$ cat config.mk
export PLATFORM = sky130hd
export DESIGN_NAME = neural_unit_param_flat
export DESIGN_NICKNAME = d
export VERILOG_FILES = /design/src/rtl/neural_unit_param_if.sv /design/src/rtl/neural_unit_param.sv /design/src/flat_wrapper.sv
export SDC_FILE = /design/constraint.sdc
export NUM_CORES = 1
export LEC_CHECK = 0
export CAP_MARGIN = 30
export CORE_UTILIZATION = 40
export DETAILED_ROUTE_END_ITERATION = 6
export GPL_ROUTABILITY_DRIVEN = 0
export PLACE_DENSITY_LB_ADDON = 0.08
export SYNTH_ARGS = -nofsm -noshare
export SYNTH_HDL_FRONTEND = slang
export SYNTH_SLANG_ARGS = --single-unit
$ cat constraint.sdc
create_clock -name clk -period 26.1 [get_ports clk]
set_input_delay 5.22 -clock clk [delete_from_list [all_inputs] [get_ports clk]]
set_output_delay 5.22 -clock clk [all_outputs]
set_load 0.005 [all_outputs]
$ cat src/rtl/neural_unit_param_if.sv
// Layer-side bus of one neuron: input vector, weight write port, start/mode control and result.
interface neural_unit_param_if #(
  parameter int N_INPUTS = 4,
  parameter int DATA_W   = 32,
  parameter int WEIGHT_W = 8,
  parameter int ADDR_W   = 2
);
  logic [N_INPUTS*DATA_W-1:0] in_vec;
  logic [WEIGHT_W-1:0]        weight;
  logic [ADDR_W-1:0]          address;
  logic                       write;
  logic                       start;
  logic [1:0]                 mode;
  logic signed [DATA_W-1:0]   layer_out;
  logic                       busy;
  logic                       layer_done;

  modport master (
    output in_vec, weight, address, write, start, mode,
    input  layer_out, busy, layer_done
  );

  modport slave (
    input  in_vec, weight, address, write, start, mode,
    output layer_out, busy, layer_done
  );
endinterface

$ cat src/rtl/neural_unit_param.sv
// Sequential neuron: shift/negate-weighted saturating accumulation of N_INPUTS values,
// followed by a linear, ReLU or Elliot (x/(1+|x|), restoring divider) activation.
module neural_unit_param #(
  parameter int N_INPUTS = 4,
  parameter int DATA_W   = 32,
  parameter int FRAC_W   = 16,
  parameter int WEIGHT_W = 8,
  parameter int ADDR_W   = 2
) (
  input logic                clk,
  input logic                reset,
  neural_unit_param_if.slave bus
);

  typedef enum logic [1:0] {IDLE, ACCUM, ACT, DIV} state_e;

  localparam int SW    = WEIGHT_W - 1;
  localparam int WW    = 2 * DATA_W;
  localparam int DW    = DATA_W + FRAC_W + 1;
  localparam int CNT_W = (FRAC_W > 1) ? $clog2(FRAC_W) : 1;

  localparam logic signed [DATA_W-1:0] MAXV   = {1'b0, {(DATA_W-1){1'b1}}};
  localparam logic signed [WW-1:0]     WMAX   = {{DATA_W{1'b0}}, MAXV};
  localparam logic signed [WW-1:0]     WMIN   = -WMAX;
  localparam logic [DW-1:0]            ONE_DW = DW'(1) << FRAC_W;

  // Symmetric clamp: the most negative code is never produced.
  function automatic logic signed [DATA_W-1:0] clampWide(input logic signed [WW-1:0] v);
    if (v > WMAX) return MAXV;
    else if (v < WMIN) return -MAXV;
    else return v[DATA_W-1:0];
  endfunction

  function automatic logic signed [DATA_W-1:0] termOf(input logic signed [DATA_W-1:0] x,
                                                     input logic [WEIGHT_W-1:0] w);
    logic signed [SW-1:0]     s;
    logic signed [WW-1:0]     ext;
    logic signed [WW-1:0]     wide;
    logic signed [DATA_W-1:0] t;
    int                       sh;
    s    = w[SW-1:0];
    sh   = int'(s);
    ext  = {{DATA_W{x[DATA_W-1]}}, x};
    if (sh >= DATA_W)
      wide = (x == 0) ? '0 : ((x < 0) ? WMIN : WMAX);
    else if (sh >= 0)
      wide = ext <<< sh;
    else if (-sh >= DATA_W)
      wide = (x < 0) ? '1 : '0;
    else
      wide = ext >>> (-sh);
    t = clampWide(wide);
    if (w[WEIGHT_W-1]) t = -t;
    return t;
  endfunction

  state_e                   state_q, state_d;
  logic [WEIGHT_W-1:0]      weights_q [N_INPUTS];
  logic [WEIGHT_W-1:0]      weights_d [N_INPUTS];
  logic signed [DATA_W-1:0] inputs_q  [N_INPUTS];
  logic signed [DATA_W-1:0] inputs_d  [N_INPUTS];
  logic [1:0]               mode_q, mode_d;
  logic [ADDR_W-1:0]        idx_q, idx_d;
  logic signed [DATA_W-1:0] acc_q, acc_d;
  logic [DW-1:0]            rem_q, rem_d;
  logic [DW-1:0]            divisor_q, divisor_d;
  logic [FRAC_W-1:0]        quot_q, quot_d;
  logic [CNT_W-1:0]         cnt_q, cnt_d;
  logic signed [DATA_W-1:0] out_q, out_d;
  logic                     done_q, done_d;

  logic signed [DATA_W-1:0] curTerm;
  logic signed [WW-1:0]     sumWide;
  logic [DATA_W-1:0]        absAcc;
  logic [DW-1:0]            remShift;
  logic                     qBit;
  logic [FRAC_W-1:0]        quotNext;
  logic signed [DATA_W-1:0] qExt;

  always_ff @(posedge clk or posedge reset) begin
    if (reset) begin
      state_q   <= IDLE;
      for (int i = 0; i < N_INPUTS; i++) begin
        weights_q[i] <= '0;
        inputs_q[i]  <= '0;
      end
      mode_q    <= '0;
      idx_q     <= '0;
      acc_q     <= '0;
      rem_q     <= '0;
      divisor_q <= '0;
      quot_q    <= '0;
      cnt_q     <= '0;
      out_q     <= '0;
      done_q    <= 1'b0;
    end else begin
      state_q   <= state_d;
      weights_q <= weights_d;
      inputs_q  <= inputs_d;
      mode_q    <= mode_d;
      idx_q     <= idx_d;
      acc_q     <= acc_d;
      rem_q     <= rem_d;
      divisor_q <= divisor_d;
      quot_q    <= quot_d;
      cnt_q     <= cnt_d;
      out_q     <= out_d;
      done_q    <= done_d;
    end
  end

  always_comb begin
    state_d   = state_q;
    weights_d = weights_q;
    inputs_d  = inputs_q;
    mode_d    = mode_q;
    idx_d     = idx_q;
    acc_d     = acc_q;
    rem_d     = rem_q;
    divisor_d = divisor_q;
    quot_d    = quot_q;
    cnt_d     = cnt_q;
    out_d     = out_q;
    done_d    = 1'b0;

    curTerm  = termOf(inputs_q[idx_q], weights_q[idx_q]);
    sumWide  = {{DATA_W{acc_q[DATA_W-1]}}, acc_q} + {{DATA_W{curTerm[DATA_W-1]}}, curTerm};
    absAcc   = acc_q[DATA_W-1] ? -acc_q : acc_q;
    remShift = rem_q << 1;
    qBit     = (remShift >= divisor_q);
    quotNext = (quot_q << 1) | FRAC_W'(qBit);
    qExt     = DATA_W'(quotNext);

    // Weights are frozen for the whole evaluation so every term sees one weight set.
    if (state_q == IDLE && bus.write && (32'(bus.address) < N_INPUTS))
      weights_d[bus.address] = bus.weight;

    case (state_q)
      IDLE: begin
        if (bus.start) begin
          for (int i = 0; i < N_INPUTS; i++)
            inputs_d[i] = bus.in_vec[i*DATA_W +: DATA_W];
          mode_d  = bus.mode;
          acc_d   = '0;
          idx_d   = '0;
          state_d = ACCUM;
        end
      end
      ACCUM: begin
        acc_d = clampWide(sumWide);
        if (idx_q == ADDR_W'(N_INPUTS - 1)) state_d = ACT;
        else idx_d = idx_q + ADDR_W'(1);
      end
      ACT: begin
        case (mode_q)
          2'd1: begin
            out_d   = (acc_q < 0) ? '0 : acc_q;
            done_d  = 1'b1;
            state_d = IDLE;
          end
          2'd2: begin
            rem_d     = DW'(absAcc);
            divisor_d = ONE_DW + DW'(absAcc);
            quot_d    = '0;
            cnt_d     = '0;
            state_d   = DIV;
          end
          default: begin
            out_d   = acc_q;
            done_d  = 1'b1;
            state_d = IDLE;
          end
        endcase
      end
      DIV: begin
        rem_d  = qBit ? (remShift - divisor_q) : remShift;
        quot_d = quotNext;
        if (cnt_q == CNT_W'(FRAC_W - 1)) begin
          out_d   = acc_q[DATA_W-1] ? -qExt : qExt;
          done_d  = 1'b1;
          state_d = IDLE;
        end else begin
          cnt_d = cnt_q + CNT_W'(1);
        end
      end
      default: state_d = IDLE;
    endcase
  end

  assign bus.layer_out  = out_q;
  assign bus.busy       = (state_q != IDLE);
  assign bus.layer_done = done_q;

endmodule

$ cat src/flat_wrapper.sv
// flat-port wrapper written by rule: the top's interface ports become plain ports
module neural_unit_param_flat 
#(
  parameter int N_INPUTS = 4,
  parameter int DATA_W   = 32,
  parameter int FRAC_W   = 16,
  parameter int WEIGHT_W = 8,
  parameter int ADDR_W   = 2
)
  (clk, reset, bus_in_vec, bus_weight, bus_address, bus_write, bus_start, bus_mode, bus_layer_out, bus_busy, bus_layer_done);
  neural_unit_param_if #(.N_INPUTS(N_INPUTS), .DATA_W(DATA_W), .WEIGHT_W(WEIGHT_W), .ADDR_W(ADDR_W)) bus_i ();
  input logic clk;
  input logic reset;
  input wire logic [$bits(bus_i.in_vec)-1:0] bus_in_vec;
  input wire logic [$bits(bus_i.weight)-1:0] bus_weight;
  input wire logic [$bits(bus_i.address)-1:0] bus_address;
  input wire logic [$bits(bus_i.write)-1:0] bus_write;
  input wire logic [$bits(bus_i.start)-1:0] bus_start;
  input wire logic [$bits(bus_i.mode)-1:0] bus_mode;
  output wire logic [$bits(bus_i.layer_out)-1:0] bus_layer_out;
  output wire logic [$bits(bus_i.busy)-1:0] bus_busy;
  output wire logic [$bits(bus_i.layer_done)-1:0] bus_layer_done;
  assign bus_i.in_vec = bus_in_vec;
  assign bus_i.weight = bus_weight;
  assign bus_i.address = bus_address;
  assign bus_i.write = bus_write;
  assign bus_i.start = bus_start;
  assign bus_i.mode = bus_mode;
  assign bus_layer_out = bus_i.layer_out;
  assign bus_busy = bus_i.busy;
  assign bus_layer_done = bus_i.layer_done;
  neural_unit_param #(.N_INPUTS(N_INPUTS), .DATA_W(DATA_W), .FRAC_W(FRAC_W), .WEIGHT_W(WEIGHT_W), .ADDR_W(ADDR_W)) u_core (.clk(clk), .reset(reset), .bus(bus_i));
endmodule
**Yosys cells after proc, flatten, opt, wreduce, memory -nomap -nowiden**

Cells that the tools add are included.

- Word-level logic and storage cells: 121
- Input bits: 144
- Register bits after elaboration: 331
- Output and inout port bits: 34

- Add/sub/neg operators: 9
- Bitwise logic cells: 3
- Reduce and logical (&&, ||, !) cells: 15
- Order comparisons: 13
- Eq/ne operators: 14
- Multiplexer cells: 47
- Shifts and indexed selects: 2

Operator list:

| cell | number |
|---|---|
| 32-bit 2-to-1 mux | 12 |
| 64-bit 2-to-1 mux | 6 |
| 32-bit case mux with 2 select lines | 3 |
| 64-bit by 32-bit > comparator with 1-bit output (second input constant) | 2 |
| 64-bit by 32-bit < comparator with 1-bit output (second input constant) | 2 |
| 48-bit 2-to-1 mux | 2 |
| 48-bit case mux with 2 select lines | 1 |
| 32-bit binary-select mux with 2-bit select | 1 |
| 32-bit by 1-bit < comparator with 1-bit output (second input constant) | 2 |
| 32-bit negation | 2 |
| 32-bit by 32-bit <<< shifter with 64-bit output | 1 |
| 32-bit by 32-bit >>> shifter with 64-bit output | 1 |
| 49-bit by 33-bit >= comparator with 1-bit output | 1 |
| 48-bit by 33-bit subtractor with 48-bit output | 1 |
| 17-bit by 32-bit adder with 33-bit output (first input constant) | 1 |
| 32-bit by 32-bit adder with 33-bit output | 1 |
| 32-bit bitwise mux | 1 |
| 32-bit by 7-bit >= comparator with 1-bit output (second input constant) | 1 |
| 32-bit zero test | 1 |
| 16-bit negation with 32-bit output | 1 |
| 7-bit negation with 32-bit output | 1 |
| 15-bit case mux with 2 select lines | 1 |
| 8-bit 2-to-1 mux | 3 |
| 8-bit binary-select mux with 2-bit select | 1 |
| other kinds (27) | 54 |

**Longest topological paths before layout**

Gate-level depths: netlist of run 1.

- Word-level depth: 19
- Gate-level depth with buffers: 50
- Gate-level depth less buffers: 38

**Worst setup path after synthesis of run 1**

Ideal clock, no wire load.

- Kind: reg-to-reg
- From: reg u_core.idx_q[0]
- To: reg u_core.acc_q[10]
- Period minus slack after synthesis: 11.166 ns
- Path buffers: 12
- Library setup time: 0.133 ns
- Arrival time: 11.033 ns
- Stages on the path, launching flop included: 50
- Setup slack: 14.934 ns
- Required time: 25.967 ns
- Cells stage by stage: dfrtp_1 buf_2 buf_6 mux4_2 buf_2 inv_2 buf_1 ha_1 clkbuf_1 clkbuf_1 nand3_1 ha_1 nor4b_1 nand4_1 clkbuf_1 or4_4 a21bo_2 nor2_2 (+14 left out) a211o_1 o221ai_1 ha_1 clkbuf_1 a21o_1 a21o_1 a21o_1 o21bai_1 a31o_2 a311o_1 a211oi_1 nand4b_1 or4_1 a2111oi_0 a31oi_1 o21ai_0 clkbuf_1 o21ai_0

- Word-level cells in the longest chain between the ends: 19
- Elaborated cells on any way between the ends: 33
- Those cells by class: add/sub (3); order compare (8); shift (2); mux (18); bitwise (1); reduce/logical (1)

RTL lines:

| item | RTL line | RTL |
|---|---|---|
| start: declaration | neural_unit_param.sv:63 | `logic [ADDR_W-1:0] idx_q, idx_d;` |
| start signal: assignment | neural_unit_param.sv:101 | `idx_q <= idx_d;` |
| 2-bit NOT with 3-bit output (not written as such) (*) | neural_unit_param.sv:126 | `curTerm = termOf(inputs_q[idx_q], weights_q[idx_q]);` |
| 8-bit binary-select mux with 2-bit select or 32-bit binary-select mux with 2-bit select (tied branches) | neural_unit_param.sv:126 |  |
| 8-bit 2-to-1 mux (not written as such) or 32-bit 2-to-1 mux (tied branches) (2 in series) | neural_unit_param.sv:126 |  |
| 7-bit negation with 32-bit output or 32-bit by 1-bit < comparator with 1-bit output (tied branches) | - |  |
| 32-bit by 7-bit >= comparator with 1-bit output (tied with other cells) | neural_unit_param.sv:48 | `else if (-sh >= DATA_W)` |
| 64-bit 2-to-1 mux | neural_unit_param.sv:48 |  |
| 64-bit 2-to-1 mux | neural_unit_param.sv:46 | `else if (sh >= 0)` |
| 64-bit 2-to-1 mux | neural_unit_param.sv:44 | `if (sh >= DATA_W)` |
| (+2 left out) | - |  |
| 32-bit 2-to-1 mux | neural_unit_param.sv:29 | `if (v > WMAX) return MAXV;` |
| 32-bit negation | neural_unit_param.sv:53 | `if (w[WEIGHT_W-1]) t = -t;` |
| 32-bit 2-to-1 mux (*) | neural_unit_param.sv:53 |  |
| 32-bit by 32-bit adder with 33-bit output (*) | neural_unit_param.sv:127 | `sumWide = {{DATA_W{acc_q[DATA_W-1]}}, acc_q} + {{DATA_W{curTerm[DATA_W-1]}}, curTerm};` |
| 64-bit by 32-bit < comparator with 1-bit output | neural_unit_param.sv:30 | `else if (v < WMIN) return -MAXV;` |
| 32-bit 2-to-1 mux | neural_unit_param.sv:30 |  |
| 32-bit 2-to-1 mux (*) | neural_unit_param.sv:29 |  |
| 32-bit case mux with 2 select lines (*) | neural_unit_param.sv:138 | `case (state_q)` |
| end signal: assignment | neural_unit_param.sv:89 | `acc_q <= '0;` |
| end signal: assignment | neural_unit_param.sv:102 | `acc_q <= acc_d;` |
| end: declaration | neural_unit_param.sv:64 | `logic signed [DATA_W-1:0] acc_q, acc_d;` |

Mark *: on every way between the ends. The rest lies on a longest branch, timed or not. The select of a mux whose other input is x is not followed.
A chain may end at the register's enable or synchronous reset.

**Final worst setup path of run 1**

- From: reg u_core.idx_q[0]
- To: reg u_core.acc_q[9]

The elaborated chain is that of the path after synthesis.

==> flow_metrics.env, run 1 <==
export IMPL_status="complete, no violations"
export IMPL_cts_hold_buf=0
export IMPL_dieArea_mm2=0.06876
export IMPL_core_mm2=0.06704
export IMPL_async_flop_share=1.000
export IMPL_crit_top_cell="ha_1"
export IMPL_rsz0062_at_grt="no"
export IMPL_die_h_um=262.2
export IMPL_vias=25960
export IMPL_finalCritPeriodShare=0.5061
export IMPL_r2r_slack_ns=12.89
export IMPL_ys_flop_type="dfrtp_1"
export IMPL_ys_seq_area_frac=0.3058
export IMPL_clock_sinks=331
export IMPL_syn2layout_area_growth_pct=14.81
export IMPL_cts_made_buffers=42
export IMPL_post_cts_buffers=0
export IMPL_multi_input_comb_area_mm2=0.01768
export IMPL_path_class="reg -> reg"
export IMPL_io_pins=178
export IMPL_arrival_ns=13.66
export IMPL_synth_area_mm2=0.02709
export IMPL_synth_edf_count=0
export IMPL_ant_nets=0
export IMPL_crit_buf_inv=6
export IMPL_drtPass1Iterations=6
export IMPL_grt_pass1_vias=24960
export IMPL_slowest_stage="a211oi_2"
export IMPL_drive_gt1_frac=0.1420
export IMPL_synth_cell_types=113
export IMPL_synth_largest_area_cell="dfrtp_1"
export IMPL_tightestPinTransition_ns=0.9581
export IMPL_critical_path_required_ns=26.55
export IMPL_placed_cell_area_mm2=0.02959
export IMPL_clkSlewWorstSetupHoldPaths_ns=0.06
export IMPL_dp_hpwl_mm=75.50
export IMPL_wirelength_mm=100.8
export IMPL_rows=95
export IMPL_initial_core_util=0.4041
export IMPL_hold_viol_final=0
export IMPL_grt_max_degree=144
export IMPL_track_usage=0.2864
export IMPL_yosysMostFrequentCell="dfrtp_1"
export IMPL_cts_tree="done"
export IMPL_fin_area_mm2=0.03110
export IMPL_ys_top_cells_by_count="331 x dfrtp_1, 290 x nand2_1, 228 x nor2_1, 224 x o21ai_0, 206 x mux2_2"
export IMPL_fillers=6535
export IMPL_n_antenna_cell=0
export IMPL_cp_end_kind="register"
export IMPL_relSlewSlack=0.3558
export IMPL_clkLatencyLatePin_ns=0.60
export IMPL_syn_inst=3088
export IMPL_cp_max_fo=53
export IMPL_avgViaCountPerCell=6.388
export IMPL_cp_top_family="compound AO/OA/AOI/OAI gates"
export IMPL_fmax_mhz=75.71
export IMPL_min_path_type="reg -> reg"
export IMPL_die_w_um=262.2
export IMPL_cp_start_kind="register"
export IMPL_drv_slew=0
export IMPL_gr_total_overflow=0
export IMPL_avgSynthCellArea_um2=8.772
export IMPL_syn_nets=3317
export IMPL_ys_warn_count=0
export IMPL_portBuffers=177
export IMPL_drt_iter0_markers=2798
export IMPL_cts_root_buf="clkbuf_16"
export IMPL_fin_skew_ns=0.01929
export IMPL_maxCapViolCount=0
export IMPL_ctsResizeCount=0
export IMPL_grt_antenna_before_repair=2
export IMPL_grt_pass1_wl_mm=154.6
export IMPL_finalSetupViolCount=0
export IMPL_cpPeakStageDelay_ns=0.78
export IMPL_drt_drc_violations_left=0
export IMPL_synth_top_area_share=0.3058
export IMPL_regArea_mm2=0.008289
export IMPL_routedWlPerCell_um=24.80
export IMPL_clockBufferDepth=3
export IMPL_ys_seq_elements=331
export IMPL_setup_tns_ns=0
export IMPL_htreeDepth=2
export IMPL_layout_min_cycle_time_ns=13.21
export IMPL_synth_area_leaders="dfrtp_1 31%, mux2_2 8.6%, o21ai_0 4.1%"
export IMPL_layout_nets=3387
-- cell families (layout without fill, tap and decap cells) --
family / after synthesis / after routing / share of synthesized area
buffers and inverters: 295 / 398 / 0.04457
xor gates and xnor gates: 114 / 114 / 0.03714
AOI/OAI and AO/OA: 916 / 916 / 0.2327
and+or+nand+nor: 996 / 996 / 0.1817
adders and majority gates: 86 / 86 / 0.04019
muxes: 350 / 350 / 0.1580
DFF: 331 / 331 / 0.3058
-- registers in the layout (all words and copies together), names as in the netlist --
| name | flops |
|---|---|
| u_core.acc_q | 32 |
| u_core.bus.layer_done | 1 |
| u_core.bus.layer_out | 32 |
| u_core.cnt_q | 4 |
| u_core.divisor_q | 33 |
| u_core.idx_q | 2 |
| u_core.inputs_q | 128 |
| u_core.mode_q | 2 |
| u_core.quot_q | 15 |
| u_core.rem_q | 48 |
| u_core.state_q | 2 |
| u_core.weights_q | 32 |
-- cells in the final DEF, fill, tap and decap left out, drive strengths merged, types with 41 or more instances in the layout --
cell           count
ha                83
buf               54
clkdlybuf4s50    177
nand3            120
nor2             231
nor3              68
o211ai            41
nand2            290
mux4              41
nor4              41
o21ai            237
mux2             207
xor2              51
a21oi            154
dfrtp            331
inv               91
mux2i            102
clkbuf            62
xnor2             63
-- layer usage --
layer	GRT usage	vias to the layer above	wire, um
met5	0	-	66
met4	0.1149	4	4632
met3	0.04984	264	7661
met2	0.4618	1249	45800
met1	0.3804	12670	42640
li1	-	11780	-
-- final timing paths --
path / from / endpoint / depth (start not counted)
hold reg to reg: u_core.bus.layer_out[4] / u_core.bus.layer_out[4] / 1
max in group asynchronous: reset / u_core.acc_q[31] / 6
min in group asynchronous: reset / u_core.inputs_q[102] / 2
setup / recovery: u_core.idx_q[0] / u_core.acc_q[9] / 39
hold / removal: u_core.bus.layer_out[4] / u_core.bus.layer_out[4] / 1
setup reg to reg: u_core.idx_q[0] / u_core.acc_q[9] / 39
-- through the flow --
| step | hold WS [ns] | std cells | utilization | setup WS, ns |
|---|---|---|---|---|
| 2_1_floorplan | 0.4495 | 3088 | - | 11.71 |
| 3_3_place_gp | 0.4649 | 3980 | 0.4405 | 13.18 |
| 3_5_place_dp | 0.4710 | 3982 | 0.4413 | 13.12 |
| 4_1_cts | 0.4835 | 4059 | 0.4623 | 13.03 |
| 5_1_grt | 0.5116 | 4064 | 0.4639 | 12.09 |
| 6_report | 0.4778 | 4064 | 0.4639 | 12.89 |
-- area by class of cell --
type / instances / area share
Clock buffer: 61 / 0.03802
Clock inverter: 16 / 0.007202
Inverter: 89 / 0.01098
Multi-Input combinational cell: 2462 / 0.5684
Sequential cell: 331 / 0.2665
Tap cell: 873 / 0.03512
Timing Repair Buffer: 232 / 0.07371
Power of run 1 is left out: the tool's default activity adds up to more than one toggle a clock period on the data nets, which glitch-free logic cannot reach.
==> inputs of run 2 (changes only) <==
==> constraint.sdc (replaced) <==
create_clock -name clk -period 11 [get_ports clk]
set_input_delay 2.2 -clock clk [delete_from_list [all_inputs] [get_ports clk]]
set_output_delay 2.2 -clock clk [all_outputs]
set_load 0.005 [all_outputs]
==> flow_metrics.env, run 2 (synthesized netlist as in run 1, its figures left out) <==
export IMPL_rows=95
export IMPL_gr_total_overflow=0
export IMPL_track_usage=0.2905
export IMPL_drt_drc_violations_left=0
export IMPL_hold_viol_final=0
export IMPL_grt_antenna_before_repair=2
export IMPL_top_regs="u_core.inputs_q: 128 flops, u_core.rem_q: 48 flops, u_core.divisor_q: 33 flops"
export IMPL_cts_made_buffers=41
export IMPL_min_to="u_core.divisor_q[28]"
export IMPL_top_layer="met5"
export IMPL_arrival_ns=10.93
export IMPL_die_h_um=262.2
export IMPL_slowest_stage="mux4_4"
export IMPL_cts_tree="done"
export IMPL_drt_iter0_markers=2919
export IMPL_drv_slew=0
export IMPL_dp_hpwl_mm=76.52
export IMPL_holdCritStartpoint="u_core.divisor_q[28]"
export IMPL_cts_root_buf="clkbuf_16"
export IMPL_cpPeakStageDelay_ns=0.71
export IMPL_whs_ns=0.4746
export IMPL_cp_start_kind="register"
export IMPL_dp_cells=4018
export IMPL_crit_top_cell="ha_1"
export IMPL_wl_met3_mm=6.996
export IMPL_tightestPinTransition_ns=1.068
export IMPL_largest_reg_flops=128
export IMPL_drtPass1Iterations=6
export IMPL_initial_core_util=0.4041
export IMPL_finalCritPeriodShare=0.9542
export IMPL_layout_min_cycle_time_ns=10.50
export IMPL_regToRegEndpoint="u_core.acc_q[7]"
export IMPL_min_path_type="reg -> reg"
export IMPL_rr_startpoint="u_core.idx_q[0]"
export IMPL_wl_met1_mm=41.86
export IMPL_reg2regPathDepth=38
export IMPL_min_path_cells=2
export IMPL_core_mm2=0.06704
export IMPL_grt_pass1_wl_mm=156.8
export IMPL_vias=26330
export IMPL_htreeDepth=2
export IMPL_clkLatencyLatePin_ns=0.58
export IMPL_clockBufferDepth=3
export IMPL_fmax_mhz=95.27
export IMPL_clock_sinks=331
export IMPL_critical_path_required_ns=11.44
export IMPL_grt_max_degree=142
export IMPL_maxCapViolCount=0
export IMPL_cts_hold_buf=0
export IMPL_die_w_um=262.2
export IMPL_dieArea_mm2=0.06876
export IMPL_syn2layout_area_growth_pct=15.87
export IMPL_layout_common_cells="328 x dfrtp_1, 289 x nand2_1, 227 x nor2_1"
export IMPL_met2WireLength_mm=47.67
export IMPL_ant_nets=0
export IMPL_io_pins=178
export IMPL_fin_skew_ns=0.01909
export IMPL_setup_tns_ns=0
export IMPL_grt_pass1_vias=25370
export IMPL_largest_register="u_core.inputs_q"
export IMPL_avgViaCountPerCell=6.417
export IMPL_cp_end_kind="register"
export IMPL_wirelength_mm=102.2
export IMPL_layout_nets=3426
export IMPL_cp_max_fo=16
export IMPL_portBuffers=177
export IMPL_path_class="reg -> reg"
export IMPL_r2r_slack_ns=0.50
export IMPL_rsz0062_at_grt="no"
export IMPL_clkSlewWorstSetupHoldPaths_ns=0.05
export IMPL_relSlewSlack=0.2853
export IMPL_status="complete, no violations"
export IMPL_finalSetupViolCount=0
export IMPL_routedWlPerCell_um=24.90
export IMPL_drive_gt1_frac=0.1552
export IMPL_instances_no_fill=4103
export IMPL_layout_commonest_cell="dfrtp_1"
[run 2: cell count changes in the layout (fill, tap and decap cells not counted), moves of 4 or more]
cell      change
clkbuf_8      +6
clkinv_2      +4
buf_4        +43
clkbuf_1      -6
[run 2: per-layer routing]
layer / up-vias / GRT usage
met4: 2 / 0.1362
met3: 326 / 0.04214
li1: 11880 / -
met1: 12820 / 0.3719
met5: - / 0
met2: 1302 / 0.4826
[run 2: worst max path at each step]
stage	cells past startpoint	startpoint	slack, ns	endpoint
after global placement	37	u_core.idx_q[0]	0.28	u_core.acc_q[4]
after detailed placement	37	u_core.idx_q[0]	0.32	u_core.acc_q[7]
final	38	u_core.idx_q[0]	0.50	u_core.acc_q[7]
after floorplan	49	u_core.idx_q[0]	0.09	u_core.acc_q[10]
after CTS	37	u_core.idx_q[0]	0.06	u_core.acc_q[7]
after global routing	38	u_core.idx_q[0]	0.01	u_core.acc_q[12]
[run 2: area by class of cell]
type / instances / area [um2]
Antenna cell: 1 / 2.502
Clock buffer: 60 / 1217
Clock inverter: 15 / 167.7
Fill cell: 6483 / 35650
Inverter: 89 / 337.8
Multi-Input combinational cell: 2462 / 17720
Sequential cell: 331 / 8289
Tap cell: 873 / 1092
Timing Repair Buffer: 272 / 2557
[run 2: metrics by stage]
stage	setup WS [ns]	instance area, um2	utilization
finish	0.5035	31390	0.4682
global route	0.01080	31390	0.4682
CTS	0.06384	31210	0.4656
detailed placement	0.3239	29830	0.4449
global placement	0.2778	29830	0.4449
floorplan	0.09350	27090	-
[run 2: worst max-delay path, delay by kind of cell (launching register included)]
family | cells | cell delay (ns)
compound gates | 15 | 3.87
xor+xnor | 1 | 0.09
fa+ha+maj | 4 | 1.08
buf+inv | 4 | 0.46
flops | 1 | 0.57
mux | 1 | 0.71
simple gates | 13 | 3.58
[run 2: repair_timing]
action	4_1_cts	5_1_grt
gates resized for setup	0	9
buffers inserted	0	5
endpoints found under the setup margin	0	31
Power of run 2 is left out for the same reason.
